===== src/rtl/axi_enhanced_tx_straddler_pkg.sv =====
// Shared encodings for the 128-bit TRN TX straddler: FSM states, QW slice
// bounds and the trem helper used by both the datapath and the FSM.
package axi_enhanced_tx_straddler_pkg;

  typedef enum logic [1:0] {
    ST_PASS  = 2'b00,
    ST_TAIL  = 2'b01,
    ST_SHIFT = 2'b10
  } state_t;

  localparam int QW_HI_MSB = 127;
  localparam int QW_HI_LSB = 64;
  localparam int QW_LO_MSB = 63;
  localparam int QW_LO_LSB = 0;

  localparam logic [1:0] REM_DW1 = 2'd1;

  // True when the last valid DW lies in the upper QW ([127:64]).
  function automatic logic ends_in_hi(input logic [1:0] rem);
    return rem <= REM_DW1;
  endfunction

endpackage


===== src/rtl/axi_enhanced_tx_straddler.sv =====
// Re-packs QW-aligned TRN TX TLPs onto a straddle-capable 128-bit link so a
// TLP may start in [63:0] right after another TLP ends in [127:64].
module axi_enhanced_tx_straddler
  import axi_enhanced_tx_straddler_pkg::*;
#(
  parameter int C_DATA_WIDTH = 128,
  parameter int TCQ          = 1
) (
  input  logic                    com_iclk,
  input  logic                    com_sysrst,
  input  logic                    cfg_straddle_en,
  input  logic [C_DATA_WIDTH-1:0] trn_td,
  input  logic                    trn_tsof,
  input  logic                    trn_teof,
  input  logic                    trn_tsrc_rdy,
  output logic                    trn_tdst_rdy_o,
  input  logic                    trn_tsrc_dsc,
  input  logic [1:0]              trn_trem,
  input  logic                    trn_terrfwd,
  output logic [C_DATA_WIDTH-1:0] trn_td_o,
  output logic                    trn_tsof_o,
  output logic                    trn_tsof_pos_o,
  output logic                    trn_teof_o,
  output logic [1:0]              trn_trem_o,
  output logic                    trn_tsrc_rdy_o,
  input  logic                    trn_tdst_rdy,
  output logic                    trn_tsrc_dsc_o,
  output logic                    trn_terrfwd_o
);

  if (TCQ < 0) begin : g_bad_tcq
    $error("TCQ must be non-negative");
  end

  if (C_DATA_WIDTH == 128) begin : g_straddle
    state_t      state, state_nxt;
    logic [63:0] hold_qw, hold_qw_nxt;
    logic        hold_rem, hold_rem_nxt;
    logic        hold_err, hold_err_nxt;
    logic        hold_sof, hold_sof_nxt;
    logic        in_xfer, out_xfer, tail_straddle;

    assign in_xfer  = trn_tsrc_rdy && trn_tdst_rdy_o;
    assign out_xfer = trn_tsrc_rdy_o && trn_tdst_rdy;

    // Discontinue drops any held QW; otherwise state moves only on a transfer.
    always_ff @(posedge com_iclk) begin
      if (com_sysrst || (trn_tsrc_dsc && trn_tdst_rdy)) begin
        state    <= ST_PASS;
        hold_qw  <= '0;
        hold_rem <= 1'b0;
        hold_err <= 1'b0;
        hold_sof <= 1'b0;
      end else if (in_xfer || out_xfer) begin
        state    <= state_nxt;
        hold_qw  <= hold_qw_nxt;
        hold_rem <= hold_rem_nxt;
        hold_err <= hold_err_nxt;
        hold_sof <= hold_sof_nxt;
      end
    end

    always_comb begin
      state_nxt      = state;
      hold_qw_nxt    = hold_qw;
      hold_rem_nxt   = hold_rem;
      hold_err_nxt   = hold_err;
      hold_sof_nxt   = hold_sof;
      tail_straddle  = 1'b0;
      trn_tdst_rdy_o = trn_tdst_rdy;
      trn_tsrc_rdy_o = trn_tsrc_rdy;
      trn_td_o       = trn_td;
      trn_tsof_o     = trn_tsof;
      trn_tsof_pos_o = 1'b1;
      trn_teof_o     = trn_teof;
      trn_trem_o     = trn_trem;
      trn_terrfwd_o  = trn_terrfwd;
      trn_tsrc_dsc_o = trn_tsrc_dsc;

      case (state)
        ST_PASS: begin
          if (cfg_straddle_en && trn_tsrc_rdy && trn_teof && ends_in_hi(trn_trem) &&
              !trn_tsrc_dsc) begin
            trn_tsrc_rdy_o = 1'b0;
            hold_qw_nxt    = trn_td[QW_HI_MSB:QW_HI_LSB];
            hold_rem_nxt   = trn_trem[0];
            hold_err_nxt   = trn_terrfwd;
            hold_sof_nxt   = trn_tsof;
            state_nxt      = ST_TAIL;
          end
        end
        ST_TAIL: begin
          // A held tail that also carries its own SOF cannot share the beat
          // with a second SOF, so it is always emitted alone.
          tail_straddle  = trn_tsrc_rdy && trn_tsof && !hold_sof &&
                           !(trn_teof && ends_in_hi(trn_trem));
          trn_tsrc_rdy_o = 1'b1;
          trn_teof_o     = 1'b1;
          trn_trem_o     = {1'b0, hold_rem};
          trn_terrfwd_o  = hold_err;
          if (tail_straddle) begin
            trn_td_o       = {hold_qw, trn_td[QW_HI_MSB:QW_HI_LSB]};
            trn_tsof_o     = 1'b1;
            trn_tsof_pos_o = 1'b0;
            hold_qw_nxt    = trn_td[QW_LO_MSB:QW_LO_LSB];
            hold_sof_nxt   = 1'b0;
            if (trn_teof) begin
              hold_rem_nxt = trn_trem[0];
              hold_err_nxt = trn_terrfwd;
            end else begin
              state_nxt = ST_SHIFT;
            end
          end else begin
            trn_tdst_rdy_o = 1'b0;
            trn_td_o       = {hold_qw, 64'b0};
            trn_tsof_o     = hold_sof;
            hold_qw_nxt    = '0;
            hold_rem_nxt   = 1'b0;
            hold_err_nxt   = 1'b0;
            hold_sof_nxt   = 1'b0;
            state_nxt      = ST_PASS;
          end
        end
        ST_SHIFT: begin
          trn_td_o    = {hold_qw, trn_td[QW_HI_MSB:QW_HI_LSB]};
          trn_tsof_o  = 1'b0;
          hold_qw_nxt = trn_td[QW_LO_MSB:QW_LO_LSB];
          if (trn_teof && ends_in_hi(trn_trem)) begin
            trn_trem_o = {1'b1, trn_trem[0]};
            state_nxt  = ST_PASS;
          end else begin
            trn_teof_o    = 1'b0;
            trn_trem_o    = 2'd0;
            trn_terrfwd_o = 1'b0;
            if (trn_teof) begin
              hold_rem_nxt = trn_trem[0];
              hold_err_nxt = trn_terrfwd;
              state_nxt    = ST_TAIL;
            end
          end
        end
        default: state_nxt = ST_PASS;
      endcase

      if (com_sysrst) begin
        trn_tdst_rdy_o = 1'b0;
        trn_tsrc_rdy_o = 1'b0;
        trn_td_o       = '0;
        trn_tsof_o     = 1'b0;
        trn_tsof_pos_o = 1'b0;
        trn_teof_o     = 1'b0;
        trn_trem_o     = 2'd0;
        trn_terrfwd_o  = 1'b0;
        trn_tsrc_dsc_o = 1'b0;
      end
    end
  end else begin : g_pass
    assign trn_tdst_rdy_o = trn_tdst_rdy;
    assign trn_tsrc_rdy_o = trn_tsrc_rdy;
    assign trn_td_o       = trn_td;
    assign trn_tsof_o     = trn_tsof;
    assign trn_tsof_pos_o = 1'b1;
    assign trn_teof_o     = trn_teof;
    assign trn_trem_o     = trn_trem;
    assign trn_terrfwd_o  = trn_terrfwd;
    assign trn_tsrc_dsc_o = trn_tsrc_dsc;
  end

endmodule

===== config.mk =====
export PLATFORM = sky130hd
export DESIGN_NAME = axi_enhanced_tx_straddler
export DESIGN_NICKNAME = d
export VERILOG_FILES = /design/src/rtl/axi_enhanced_tx_straddler_pkg.sv /design/src/rtl/axi_enhanced_tx_straddler.sv
export SDC_FILE = /design/constraint.sdc
export NUM_CORES = 1
export LEC_CHECK = 0
export ABC_AREA = 1
export ABC_CLOCK_PERIOD_IN_PS = 1800
export BUFFER_PORTS_ARGS = -buffer_cell sky130_fd_sc_hd__buf_2
export CORE_ASPECT_RATIO = 0.75
export CORE_MARGIN = 3
export CORE_UTILIZATION = 43
export CTS_CLUSTER_SIZE = 30
export DETAILED_ROUTE_END_ITERATION = 16
export PLACE_DENSITY = 0.78
export SYNTH_ARGS = -nofsm -noshare
export SYNTH_HDL_FRONTEND = slang
export SYNTH_SLANG_ARGS = --single-unit

===== constraint.sdc =====
create_clock -name com_iclk -period 1.8 [get_ports com_iclk]
set_input_delay 0.36 -clock com_iclk [delete_from_list [all_inputs] [get_ports com_iclk]]
set_output_delay 0.36 -clock com_iclk [all_outputs]
set_load 0.02 [all_outputs]

==> results by group <==
Status
  – Result of the run: finished with violations
  – Violated checks: negative setup slack

Logic synthesis
  – Avg Synthesized Cell Area: 5.340 um2
  – Fraction of synthesized cell area taken by the top area cell type: 26.73%
  – Distinct cell type count of the synthesized netlist: 25
  – Netlist area before placement: 5799 um2
  – Async SR Flop Fraction: 0%
  – Library cell occupying the most area in the post-synthesis netlist: nand2_1
  – Flops & latches, synth: 69
  – Yosys warning count: 0
  – Post-Synthesis Net Count: 1,229
  – Post-synthesis sequential area ratio: 23.82%
  – Post-synth EDFFs: 0
  – Syn Inst Count: 1,086
  – Leading post-synthesis cells by cell area: nand2_1 27%, dfxtp_1 24%, a21oi_1 12%
  – Top FF cell, synth: dfxtp_1

Route
  – Remaining antenna violation count after routing: 0
  – Violation count after the first detailed-routing iteration: 1,822
  – Wire per inst: 27.24 um
  – Number of detailed-route iterations in the first pass: 7
  – Via count: 11,080
  – Via density: 6.737
  – Remaining routing DRC violations: 0
  – Routed Wire Length: 44,790 um

Pwr
  – Worst vdd rail ir drop: 373.8 uV
  – Power density of the placed cells: 393.3 nW/um2
  – Static Leakage: 6.384 nW
  – Total Power: 0.005008 W

Setup path
  – Worst EP arrival: 2.20 ns
  – Worst flop-to-flop path startpoint: g_straddle.state[1]$_SDFFE_PP0P_
  – Worst setup path class: flop to primary output
  – Endpoint class of the critical path: primary output
  – End of the worst register-to-register path: g_straddle.hold_qw[36]$_SDFFE_PP0P_
  – Worst Path Required: 1.44 ns
  – Crit Path Max Fanout: 7
  – Sort of element at the start of the critical path: flop
  – Number of cells on the worst reg-to-reg path: 11
  – Reg2reg setup slack: -0.29 ns

CTS
  – Hold-fix buffers at CTS: 0
  – Level count of the clock H-tree: 3
  – Longest Clk Path Bufs: 2
  – Register clock-pin slew on the reported worst setup and hold paths: 0.06 ns
  – TritonCTS buffer count: 9
  – Latest clock arrival within the worst-skew pair: 0.35 ns
  – Clk sinks: 69
  – Clock root buffer: clkbuf_16
  – Clock tree from TritonCTS: built

GRT
  – Pin count of the biggest net entering global routing: 54
  – Total routing usage reported by global routing: 29.51%
  – Vias in the first global route: 7,811
  – Wire length of the first global-routing pass: 36,930 um
  – Initial antenna violation count: 2
  – Aggregate global routing overflow: 0

Place
  – Port Buffers: 275
  – Routability congestion estimate from global placement: 0.9318
  – Detailed-placement wirelength estimate: 15,810 um
  – Dpl ws: -0.2845 ns

Floorplanning
  – Die Outline Area: 14,930 um2
  – Die span in x: 140.1 um
  – Y dimension of the die: 106.6 um
  – Number of placement rows: 36
  – Ports placed on the boundary: 276
  – Initial Utilization: 44.24%
  – Core region area: 13,110 um2

Timing
  – Setup slack of the critical path after layout: -0.7620 ns
  – Worst-case headroom to the max-slew limit: 67.72%
  – Clock skew after layout: 0.01052 ns
  – RSZ-0062 raised after global routing: true
  – Post-route clock period utilization: 142.3%
  – Transition at the pin with the smallest max-transition slack: 0.4843 ns
  – Achievable Freq: 390.3 MHz
  – Final setup fails: 203
  – Pins Over Slew Limit: 0
  – Final critical path time including I/O delays and setup: 2.562 ns
  – Final hold vios: 0

Final layout
  – Post-layout nets: 1,611
  – Area of the multi-input gates: 5809 um2
  – Sequential cell area: 1386 um2
  – Area growth from synthesis to layout: 119.6%
  – Layout fillers: 222
  – Share of cells above drive strength 1: 53.64%

Worst hold path
  – Worst-case hold path end point: g_straddle.hold_qw[45]$_SDFFE_PP0P_
  – Hold WC Path Type: input pin to flop
  – Startpoint of the most critical hold path: trn_td[45]
  – Hold-critical path depth: 5

Run
  – Max Cap Viol: 0
==> cells in the mapped netlist, types with 3 or more instances <==
library cell  count
nand2_1         413
nor2_1          140
a21oi_1         136
nand3_1         130
inv_1            85
dfxtp_1          69
clkbuf_1         32
buf_2            22
buf_6            14
buf_1             9
buf_4             8
inv_2             5
ha_1              4
nand4_1           3
o21ai_0           3
==> layout make-up <==
cell class	instances	area share, %
multi-input cells	844	45.62
diodes	2	0.03930
repair buffers	454	36.93
inverters	90	2.751
well taps	171	1.680
flip-flops and latches	69	10.89
clock buffers	12	2.014
clock inverters	2	0.07861
==> logic make-up (layout without fill, tap and decap cells) <==
family,after synthesis,count (layout),share of synthesized area [%]
AND/OR/NAND/NOR,692,694,48.20
buffers and inverters,175,558,14.13
AO/OA/AOI/OAI,146,146,12.99
flip-flops,69,69,23.82
adder cells (fa/ha/maj),4,4,0.8630
other,0,2,0
==> report_power, final <==
group          switching, W  total, W  internal (W)
logic               0.00102   0.00178      0.000755
clock network      0.000705   0.00169      0.000989
registers        0.00000524   0.00154       0.00153
==> how the worst max path moves through the flow <==
stage | startpoint | slack (ns) | cells past startpoint | end
after floorplan | g_straddle.state[0]$_SDFFE_PP0P_ | -0.15 | 8 | trn_td_o[107]
after global placement | g_straddle.state[1]$_SDFFE_PP0P_ | -0.20 | 8 | trn_td_o[6]
after detailed placement | g_straddle.state[1]$_SDFFE_PP0P_ | -0.28 | 8 | trn_td_o[27]
after CTS | g_straddle.state[0]$_SDFFE_PP0P_ | -0.55 | 9 | trn_td_o[106]
after global routing | g_straddle.state[0]$_SDFFE_PP0P_ | -0.80 | 10 | trn_td_o[114]
final | g_straddle.state[0]$_SDFFE_PP0P_ | -0.76 | 10 | trn_td_o[114]
==> state kept, by name (all words and copies together), names as in the netlist <==
signal,flops
g_straddle.hold_qw,64
g_straddle.state,2
g_straddle.hold_err,1
g_straddle.hold_rem,1
g_straddle.hold_sof,1
==> metrics by stage <==
step | utilization, % | setup TNS [ns] | hold slack, ns | area (um2) | std cells
2_1_floorplan | - | -9.640 | 0.4673 | 7407 | 1086
3_3_place_gp | 73.99 | -19.46 | 0.5017 | 9698 | 1562
3_5_place_dp | 73.99 | -24.40 | 0.5030 | 9698 | 1562
4_1_cts | 79.93 | -66.24 | 0.3680 | 10480 | 1586
5_1_grt | 97.13 | -98.50 | 0.4285 | 12730 | 1643
6_report | 97.15 | -93.15 | 0.3934 | 12730 | 1644
==> placed cells by master (no fill, tap or decap), types with 3 or more instances in the layout <==
master       n
inv_2        7
nor2_2      20
buf_12      34
buf_4       92
a21oi_2     20
ha_4         3
buf_8        9
inv_1       80
a21oi_1      5
nand2_2     61
dfxtp_1     67
nand4_1      3
nand3_2     35
a21oi_4    112
buf_16       7
nand3_1     94
buf_2      150
nand2_4     47
nor2_4       5
buf_6      132
nand3_4      3
nand2_1    306
nor2_1     116
clkbuf_16   37
==> worst max-delay path, cell delays in order, from the launching register on <==
cell,delay (ns)
dfxtp_4,0.38
buf_4,0.15
ha_4,0.18
inv_2,0.07
a21oi_4,0.18
buf_6,0.19
buf_12,0.16
buf_12,0.14
nand2_1,0.09
a21oi_2,0.14
buf_4,0.16
==> per-layer routing <==
layer	vias up	global-route usage, %	wire (um)
li1	4193	-	-
met1	4948	35.84	13560
met2	1362	51.89	18870
met3	573	5.930	6957
met4	0	10.86	5401
met5	-	0	0
==> repair_timing <==
| action | 4_1_cts | 5_1_grt |
|---|---|---|
| pin swaps | 2 | 86 |
| gates resized for setup | 99 | 358 |
| gates cloned | 6 | 40 |
| setup endpoints to repair | 146 | 200 |
| buffers inserted | 4 | 18 |
Power figures use the tool's default switching activity.
